$ cat src/rtl/jk_excite_driver_if.sv
// Bus bundle between a controller and jk_excite_driver: run request, target
// pattern, flip-flop feedback, J/K drive and run status.
interface jk_excite_driver_if #(
  parameter int LEN = 8
);
  localparam int ERR_W = $clog2(LEN + 1);
  localparam int IDX_W = (LEN > 1) ? $clog2(LEN) : 1;

  logic             start;
  logic [LEN-1:0]   pattern;
  logic             q_fb;
  logic             j;
  logic             k;
  logic             busy;
  logic             done;
  logic [ERR_W-1:0] err_cnt;
  logic [IDX_W-1:0] cur_idx;

  modport master (
    output start, pattern, q_fb,
    input  j, k, busy, done, err_cnt, cur_idx
  );

  modport slave (
    input  start, pattern, q_fb,
    output j, k, busy, done, err_cnt, cur_idx
  );
endinterface

$ cat src/rtl/jk_excite_driver.sv
// Steps an external JK flip-flop through a captured Q pattern, one DRIVE and
// one CHECK cycle per bit, counting bits where the fed-back Q disagrees.
module jk_excite_driver #(
  parameter int   LEN    = 8,
  parameter logic DC_VAL = 1'b0
) (
  input logic              clk,
  input logic              rst_n,
  jk_excite_driver_if.slave bus
);
  localparam int ERR_W = $clog2(LEN + 1);
  localparam int IDX_W = (LEN > 1) ? $clog2(LEN) : 1;
  localparam logic [IDX_W-1:0] LAST_IDX = IDX_W'(LEN - 1);
  localparam logic [ERR_W-1:0] ERR_MAX  = ERR_W'(LEN);
  localparam logic [IDX_W-1:0] IDX_ONE  = IDX_W'(1);
  localparam logic [ERR_W-1:0] ERR_ONE  = ERR_W'(1);

  typedef enum logic [1:0] {
    S_IDLE   = 2'd0,
    S_DRIVE  = 2'd1,
    S_CHECK  = 2'd2,
    S_FINISH = 2'd3
  } state_t;

  state_t           state_q, state_d;
  logic [LEN-1:0]   pattern_q, pattern_d;
  logic [ERR_W-1:0] err_cnt_q, err_cnt_d;
  logic [IDX_W-1:0] cur_idx_q, cur_idx_d;
  logic             j_s, k_s, done_s;
  logic             target_s;

  assign target_s = pattern_q[cur_idx_q];

  // State and run bookkeeping registers
  always_ff @(posedge clk or negedge rst_n) begin
    if (!rst_n) begin
      state_q   <= S_IDLE;
      pattern_q <= {LEN{1'b0}};
      err_cnt_q <= {ERR_W{1'b0}};
      cur_idx_q <= {IDX_W{1'b0}};
    end else begin
      state_q   <= state_d;
      pattern_q <= pattern_d;
      err_cnt_q <= err_cnt_d;
      cur_idx_q <= cur_idx_d;
    end
  end

  // Next-state logic and J/K excitation decode
  always_comb begin
    state_d   = state_q;
    pattern_d = pattern_q;
    err_cnt_d = err_cnt_q;
    cur_idx_d = cur_idx_q;
    j_s       = 1'b0;
    k_s       = 1'b0;
    done_s    = 1'b0;
    case (state_q)
      S_IDLE: begin
        if (bus.start) begin
          state_d   = S_DRIVE;
          pattern_d = bus.pattern;
          err_cnt_d = {ERR_W{1'b0}};
          cur_idx_d = {IDX_W{1'b0}};
        end else begin
          state_d = S_IDLE;
        end
      end
      S_DRIVE: begin
        state_d = S_CHECK;
        if (!bus.q_fb) begin
          j_s = target_s;
          k_s = DC_VAL;
        end else begin
          j_s = DC_VAL;
          k_s = ~target_s;
        end
      end
      S_CHECK: begin
        if ((bus.q_fb != target_s) && (err_cnt_q != ERR_MAX)) begin
          err_cnt_d = err_cnt_q + ERR_ONE;
        end else begin
          err_cnt_d = err_cnt_q;
        end
        // With LEN = 1 the index never moves; LAST_IDX is 0.
        if (cur_idx_q == LAST_IDX) begin
          state_d = S_FINISH;
        end else begin
          state_d   = S_DRIVE;
          cur_idx_d = cur_idx_q + IDX_ONE;
        end
      end
      S_FINISH: begin
        done_s  = 1'b1;
        state_d = S_IDLE;
      end
      default: begin
        state_d = S_IDLE;
      end
    endcase
  end

  assign bus.j       = j_s;
  assign bus.k       = k_s;
  assign bus.done    = done_s;
  assign bus.busy    = (state_q != S_IDLE);
  assign bus.err_cnt = err_cnt_q;
  assign bus.cur_idx = cur_idx_q;
endmodule

$ cat src/flat_wrapper.sv
// flat-port wrapper written by rule: the top's interface ports become plain ports
module jk_excite_driver_flat 
#(
  parameter int   LEN    = 8,
  parameter logic DC_VAL = 1'b0
)
  (clk, rst_n, bus_start, bus_pattern, bus_q_fb, bus_j, bus_k, bus_busy, bus_done, bus_err_cnt, bus_cur_idx);
  jk_excite_driver_if #(.LEN(LEN)) bus_i ();
  input logic clk;
  input logic rst_n;
  input wire logic [$bits(bus_i.start)-1:0] bus_start;
  input wire logic [$bits(bus_i.pattern)-1:0] bus_pattern;
  input wire logic [$bits(bus_i.q_fb)-1:0] bus_q_fb;
  output wire logic [$bits(bus_i.j)-1:0] bus_j;
  output wire logic [$bits(bus_i.k)-1:0] bus_k;
  output wire logic [$bits(bus_i.busy)-1:0] bus_busy;
  output wire logic [$bits(bus_i.done)-1:0] bus_done;
  output wire logic [$bits(bus_i.err_cnt)-1:0] bus_err_cnt;
  output wire logic [$bits(bus_i.cur_idx)-1:0] bus_cur_idx;
  assign bus_i.start = bus_start;
  assign bus_i.pattern = bus_pattern;
  assign bus_i.q_fb = bus_q_fb;
  assign bus_j = bus_i.j;
  assign bus_k = bus_i.k;
  assign bus_busy = bus_i.busy;
  assign bus_done = bus_i.done;
  assign bus_err_cnt = bus_i.err_cnt;
  assign bus_cur_idx = bus_i.cur_idx;
  jk_excite_driver #(.LEN(LEN), .DC_VAL(DC_VAL)) u_core (.clk(clk), .rst_n(rst_n), .bus(bus_i));
endmodule
$ cat config.mk
export PLATFORM = sky130hd
export DESIGN_NAME = jk_excite_driver_flat
export DESIGN_NICKNAME = d
export VERILOG_FILES = /design/src/rtl/jk_excite_driver_if.sv /design/src/rtl/jk_excite_driver.sv /design/src/flat_wrapper.sv
export SDC_FILE = /design/constraint.sdc
export NUM_CORES = 1
export LEC_CHECK = 0
export ABC_AREA = 1
export CORE_MARGIN = 2
export CORE_UTILIZATION = 51
export CTS_CLUSTER_DIAMETER = 150
export DETAILED_ROUTE_END_ITERATION = 8
export PLACE_DENSITY = 0.79
export SKIP_CTS_REPAIR_TIMING = 1
export SLEW_MARGIN = 30
export SYNTH_ARGS = -nofsm -noshare
export SYNTH_HDL_FRONTEND = slang
export SYNTH_SLANG_ARGS = --single-unit
$ cat constraint.sdc
create_clock -name clk -period 3.8 [get_ports clk]
set_input_delay 0.76 -clock clk [delete_from_list [all_inputs] [get_ports clk]]
set_output_delay 0.76 -clock clk [all_outputs]
set_load 0.01 [all_outputs]
==> impl_metrics.yaml, run 1 <==
timing:
  hold_viol_final: 0
  fmax_mhz: 345
  finalCriticalPeriod_ns: 2.90
  whs_ns: 0.521
  min_period_over_period: 0.763
  fin_skew_ns: 0.00321
  tns_ns: 0
  rsz0062_at_grt: "false"
  setup_viol: 0
  slew_viol_final: 0
  max-slew-margin-rel: 0.505
  worst_slew_pin_slew_ns: 0.741
setup_path:
  critPathTopFamily: "buffers and inverters"
  path_cells: "inv_1 > nand2_1 > nand3_1 > nand2_1 > o21ai_0 > ha_1 > inv_1 > nor2_1 > clkdlybuf4s50_1"
  required_ns: 3.04
  crit_slowest_cell: "clkdlybuf4s50_1"
  startpoint_type: "register"
  path_max_fanout: 9
  path_buf_inv: 3
  cp-end-kind: "output port"
  worstSetupPathType: "reg2out"
  crit_arrival_ns: 2.14
  slowest_delay_ns: 0.53
layout:
  diodes: 0
  drive_above_1_share: 0.0405
  areaGrowthSynthToFinish_pct: 27.6
  mostFrequentLayoutCell: "nand2_1"
  nFillCells: 153
  mostFrequentLayoutCells: "nand2_1 (29), inv_1 (25), clkdlybuf4s50_1 (22), dfrtp_1 (17), nor2_1 (15)"
  fin_nets: 167
  post-route-cell-area_um2: 1200
global_routing:
  grt_antenna_before_repair: 0
  grt_pass1_vias: 720
  grt_pass1_wl_um: 2980
  grt_use_total: 0.189
  grt_max_degree: 23
  overflow: 0
power:
  peakVddDrop_mv: 0.342
  p_leak_uw: 0.000616
  power_uw: 766
  power_density_nw_per_um2: 639
clock_tree:
  cts_tree: "built"
  root_buffer: "clkbuf_4"
  cts.sinks: 17
  numCtsBuffers: 3
  cts.clk_slew.worst_paths_ns: 0.09
  clkLatencyLatePin_ns: 0.29
  cts_buffer_depth: 2
  htreeDepth: 1
yosys:
  synthCells: 124
  syn-num-nets: 142
  yosysWarnings: 0
  ys_seq_area_frac: 0.453
  ys_seq_elements: 17
  synth.distinct_cells: 15
  syn_area_per_cell_um2: 7.58
  netlist_area_um2: 940
route:
  drt-initial-drc-count: 12
  drt-pass1-iter-count: 3
  num_vias: 823
  routed-wl-met3_um: 64
  drcViolationCount: 0
  ant_nets: 0
  wl_met2_um: 806
  top_layer_used: "met4"
  wl_per_cell_um: 9.90
  met1_length_um: 814
  vias_per_cell: 4.76
  postRouteWirelength_um: 1710
placed_design:
  gp_congestion: 0.785
  placed_area_um2: 1170
  place_hpwl_um: 1330
  portBuffers: 22
die:
  die_w_um: 46.9
  rows: 15
  die_height_um: 46.9
  start_util: 0.544
  dieArea_um2: 2200
  io_pins: 23
  coreArea_um2: 1730
worst_hold_path:
  hp-class: "reg2reg"
outcome:
  status: "finished, final reports clean"
flow_run:
  cap_viol_max_count: 0
-- worst paths after layout --
path / startpoint / end / slack (ns) / cells after the start
worst min register to register: u_core.pattern_q[2] / u_core.pattern_q[2] / 0.52 / 2
worst max-delay path: u_core.bus.cur_idx[0] / bus_k / 0.90 / 9
min in group asynchronous: rst_n / u_core.bus.err_cnt[0] / 0.90 / 1
worst max register to register: u_core.bus.cur_idx[0] / u_core.bus.err_cnt[3] / 2.03 / 12
worst min-delay path: u_core.pattern_q[2] / u_core.pattern_q[2] / 0.52 / 2
max in group asynchronous: rst_n / u_core.bus.cur_idx[0] / 2.43 / 1
-- Yosys cell counts (all sizes together) --
cell,instances,area (um^2)
a21oi,8,40.0
buf,2,18.8
dfrtp,17,425
ha,6,75.1
inv,25,93.8
nand2,32,128
nand3,10,50.1
nand3b,1,7.51
nor2,15,56.3
o21ai,6,30.0
or2,1,6.26
xnor2,1,8.76
-- state kept, by name (all words and copies together) (netlist names) --
| signal | cells |
|---|---|
| u_core.bus.cur_idx | 3 |
| u_core.state_q | 2 |
| u_core.pattern_q | 8 |
| u_core.bus.err_cnt | 4 |
-- per-stage QoR --
step	instances	setup WS [ns]	util
6_report	173	0.899	0.694
2_1_floorplan	124	1.79	-
3_3_place_gp	169	1.01	0.679
4_1_cts	173	0.863	0.694
3_5_place_dp	169	0.985	0.679
5_1_grt	173	0.707	0.694
-- metal layers --
metal | up-vias | GRT usage
li1 | 425 | -
met1 | 379 | 0.264
met2 | 15 | 0.293
met3 | 4 | 0.0269
met4 | 0 | 0.0833
met5 | - | 0
-- where the power goes --
group	leakage (uW)	internal, uW	total, uW	switching [uW]
Combinational	0.000394	161	369	208
Clock	0.0000150	40.8	94.8	54.0
Sequential	0.000207	249	302	52.5
Total	0.000616	451	766	315
-- cells by family after synthesis --
group / share of synthesized area
fa+ha+maj: 0.0799
compound gates: 0.0746
flops: 0.453
simple gates: 0.264
xor+xnor: 0.00932
buf+inv: 0.120
-- layout make-up --
class,instances,area [um^2],share of cell area
Multi-Input combinational cell,80,402,0.335
Clock buffer,4,26.3,0.0219
Timing Repair Buffer,22,220,0.184
Tap cell,25,31.3,0.0261
Sequential cell,17,425,0.355
Inverter,25,93.8,0.0783
-- worst reg2reg max path, delay by kind of cell, from the launching register on --
family	cells	cell delay, ns
adder cells (fa/ha/maj)	1	0.27
AND/OR/NAND/NOR	10	0.79
buffers and inverters	1	0.17
flip-flops	1	0.48
Note: power is estimated with default switching activity, not from simulation.
==> inputs of run 2 (changes only) <==
--- a/config.mk
+++ b/config.mk
@@ -7,10 +7,10 @@
 export LEC_CHECK = 0
 export ABC_AREA = 1
 export CORE_MARGIN = 2
-export CORE_UTILIZATION = 51
+export CORE_UTILIZATION = 43
 export CTS_CLUSTER_DIAMETER = 150
 export DETAILED_ROUTE_END_ITERATION = 8
-export PLACE_DENSITY = 0.79
+export PLACE_DENSITY = 0.71
 export SKIP_CTS_REPAIR_TIMING = 1
 export SLEW_MARGIN = 30
 export SYNTH_ARGS = -nofsm -noshare
==> constraint.sdc (replaced) <==
create_clock -name clk -period 2.6 [get_ports clk]
set_input_delay 0.52 -clock clk [delete_from_list [all_inputs] [get_ports clk]]
set_output_delay 0.52 -clock clk [all_outputs]
set_load 0.01 [all_outputs]
==> impl_metrics.yaml, run 2 (synthesized netlist as in run 1, its figures left out) <==
worst_hold_path:
  hold_start: "u_core.pattern_q[3]"
  hold_path_depth: 2
  hp-class: "reg2reg"
  hold_end: "u_core.pattern_q[3]"
die:
  coreArea_um2: 2000
  die_height_um: 50.7
  dieArea_um2: 2580
  start_util: 0.469
  io_pins: 23
  die_w_um: 50.7
  rows: 16
global_routing:
  grt_max_degree: 23
  grt_antenna_before_repair: 0
  grt_pass1_vias: 680
  overflow: 0
  grt_pass1_wl_um: 3030
  grt_use_total: 0.163
placed_design:
  placed_cells: 171
  gp_congestion: 0.761
  place_hpwl_um: 1330
  placed_area_um2: 1170
  portBuffers: 22
timing:
  setup_viol: 0
  worst_slew_pin_slew_ns: 0.770
  hold_viol_final: 0
  fmax_mhz: 450
  min_period_over_period: 0.856
  max-slew-margin-rel: 0.485
  whs_ns: 0.525
  rsz0062_at_grt: "false"
  finalCriticalPeriod_ns: 2.22
  slew_viol_final: 0
  fin_skew_ns: 0.00155
layout:
  areaGrowthSynthToFinish_pct: 30.1
  finalNonFillerCells: 177
  diodes: 0
  fin_nets: 169
  mostFrequentLayoutCells: "nand2_1 (29), inv_1 (25), clkdlybuf4s50_1 (20), dfrtp_1 (16), nor2_1 (15)"
  drive_above_1_share: 0.0600
  largest_register: "u_core.pattern_q"
  mostFrequentLayoutCell: "nand2_1"
  post-route-cell-area_um2: 1220
  largest_register_ff_count: 8
setup_path:
  crit_slowest_cell: "dfrtp_2"
  slowest_delay_ns: 0.45
  worstSetupPathType: "reg2out"
  startpoint_type: "register"
  path_buf_inv: 3
  path_cells: "inv_1 > nand2_1 > nand3_1 > nand2_1 > o21ai_1 > ha_1 > inv_1 > nor2_1 > dlymetal6s2s_1"
  required_ns: 2.08
  r2r_start: "u_core.bus.cur_idx[0]"
  crit-reg2reg-capture: "u_core.bus.err_cnt[1]"
  ff2ff_setup_slack_ns: 0.89
  critPathTopFamily: "flip-flops"
  cp-end-kind: "output port"
  r2r_cells: 12
  crit_arrival_ns: 1.70
  path_max_fanout: 6
route:
  postRouteWirelength_um: 1850
  drt-pass1-iter-count: 4
  ant_nets: 0
  drt-initial-drc-count: 10
  vias_per_cell: 4.56
  wl_per_cell_um: 10.5
  drcViolationCount: 0
  num_vias: 808
power:
  peakVddDrop_mv: 0.497
  p_leak_uw: 0.000660
  power_density_nw_per_um2: 938
clock_tree:
  htreeDepth: 1
  cts.sinks: 17
  cts_buffer_depth: 2
  cts.clk_slew.worst_paths_ns: 0.10
  clkLatencyLatePin_ns: 0.29
  cts_tree: "built"
  numCtsBuffers: 3
  root_buffer: "clkbuf_4"
outcome:
  status: "finished, final reports clean"
flow_run:
  cap_viol_max_count: 0
run 2: worst reg2reg max path, delay by kind of cell, from the launching register on:
family / cells / cell delay [ns]
simple gates: 10 / 0.80
flops: 1 / 0.45
fa+ha+maj: 1 / 0.27
buf+inv: 1 / 0.12
run 2: worst max path at each step:
stage	from	to	slack, ns	cells after the start
detailed placement	u_core.bus.cur_idx[0]	bus_k	0.24	9
floorplan	u_core.bus.cur_idx[0]	bus_k	0.83	8
CTS	u_core.bus.cur_idx[0]	bus_k	-0.1	9
global placement	bus_q_fb	bus_k	0.29	5
global route	u_core.bus.cur_idx[0]	bus_k	0.18	9
finish	u_core.bus.cur_idx[0]	bus_k	0.38	9
run 2: cell type report:
cell class / count / area (um^2)
Fill cell: 187 / 779
Multi-Input combinational cell: 80 / 402
Inverter: 25 / 93.8
Tap cell: 27 / 33.8
Timing Repair Buffer: 24 / 240
Sequential cell: 17 / 427
Clock buffer: 4 / 26.3
run 2: power breakdown:
part	internal (uW)	switching (uW)	total, uW
clock network	59.6	83.3	143
registers	366	70.5	436
logic	250	318	568
run 2: metrics by stage:
| stage | total power [uW] | worst slack [ns] | setup TNS [ns] | util |
|---|---|---|---|---|
| after detailed placement | 990 | 0.243 | 0 | 0.587 |
| after CTS | 1140 | -0.0993 | -0.127 | 0.600 |
| after global placement | 970 | 0.292 | 0 | 0.587 |
| after floorplan | 801 | 0.828 | 0 | - |
| final | 1150 | 0.376 | 0 | 0.611 |
| after global routing | 1280 | 0.176 | 0 | 0.611 |
run 2: routing by layer:
metal  GRT usage  wire [um]  up-vias
li1            -          -      429
met1       0.219        872      357
met2       0.232        864       17
met3      0.0268         59        5
met4       0.122         55        0
met5           0          0        -
==> inputs of run 3 (changes only) <==
--- a/config.mk
+++ b/config.mk
@@ -8,7 +8,7 @@
 export ABC_AREA = 1
 export CORE_MARGIN = 2
 export CORE_UTILIZATION = 43
-export CTS_CLUSTER_DIAMETER = 150
+export CTS_CLUSTER_DIAMETER = 120
 export DETAILED_ROUTE_END_ITERATION = 8
 export PLACE_DENSITY = 0.71
 export SKIP_CTS_REPAIR_TIMING = 1
==> results of run 3 <==
No change in the layout: final DEF, timing and power equal those of run 2.
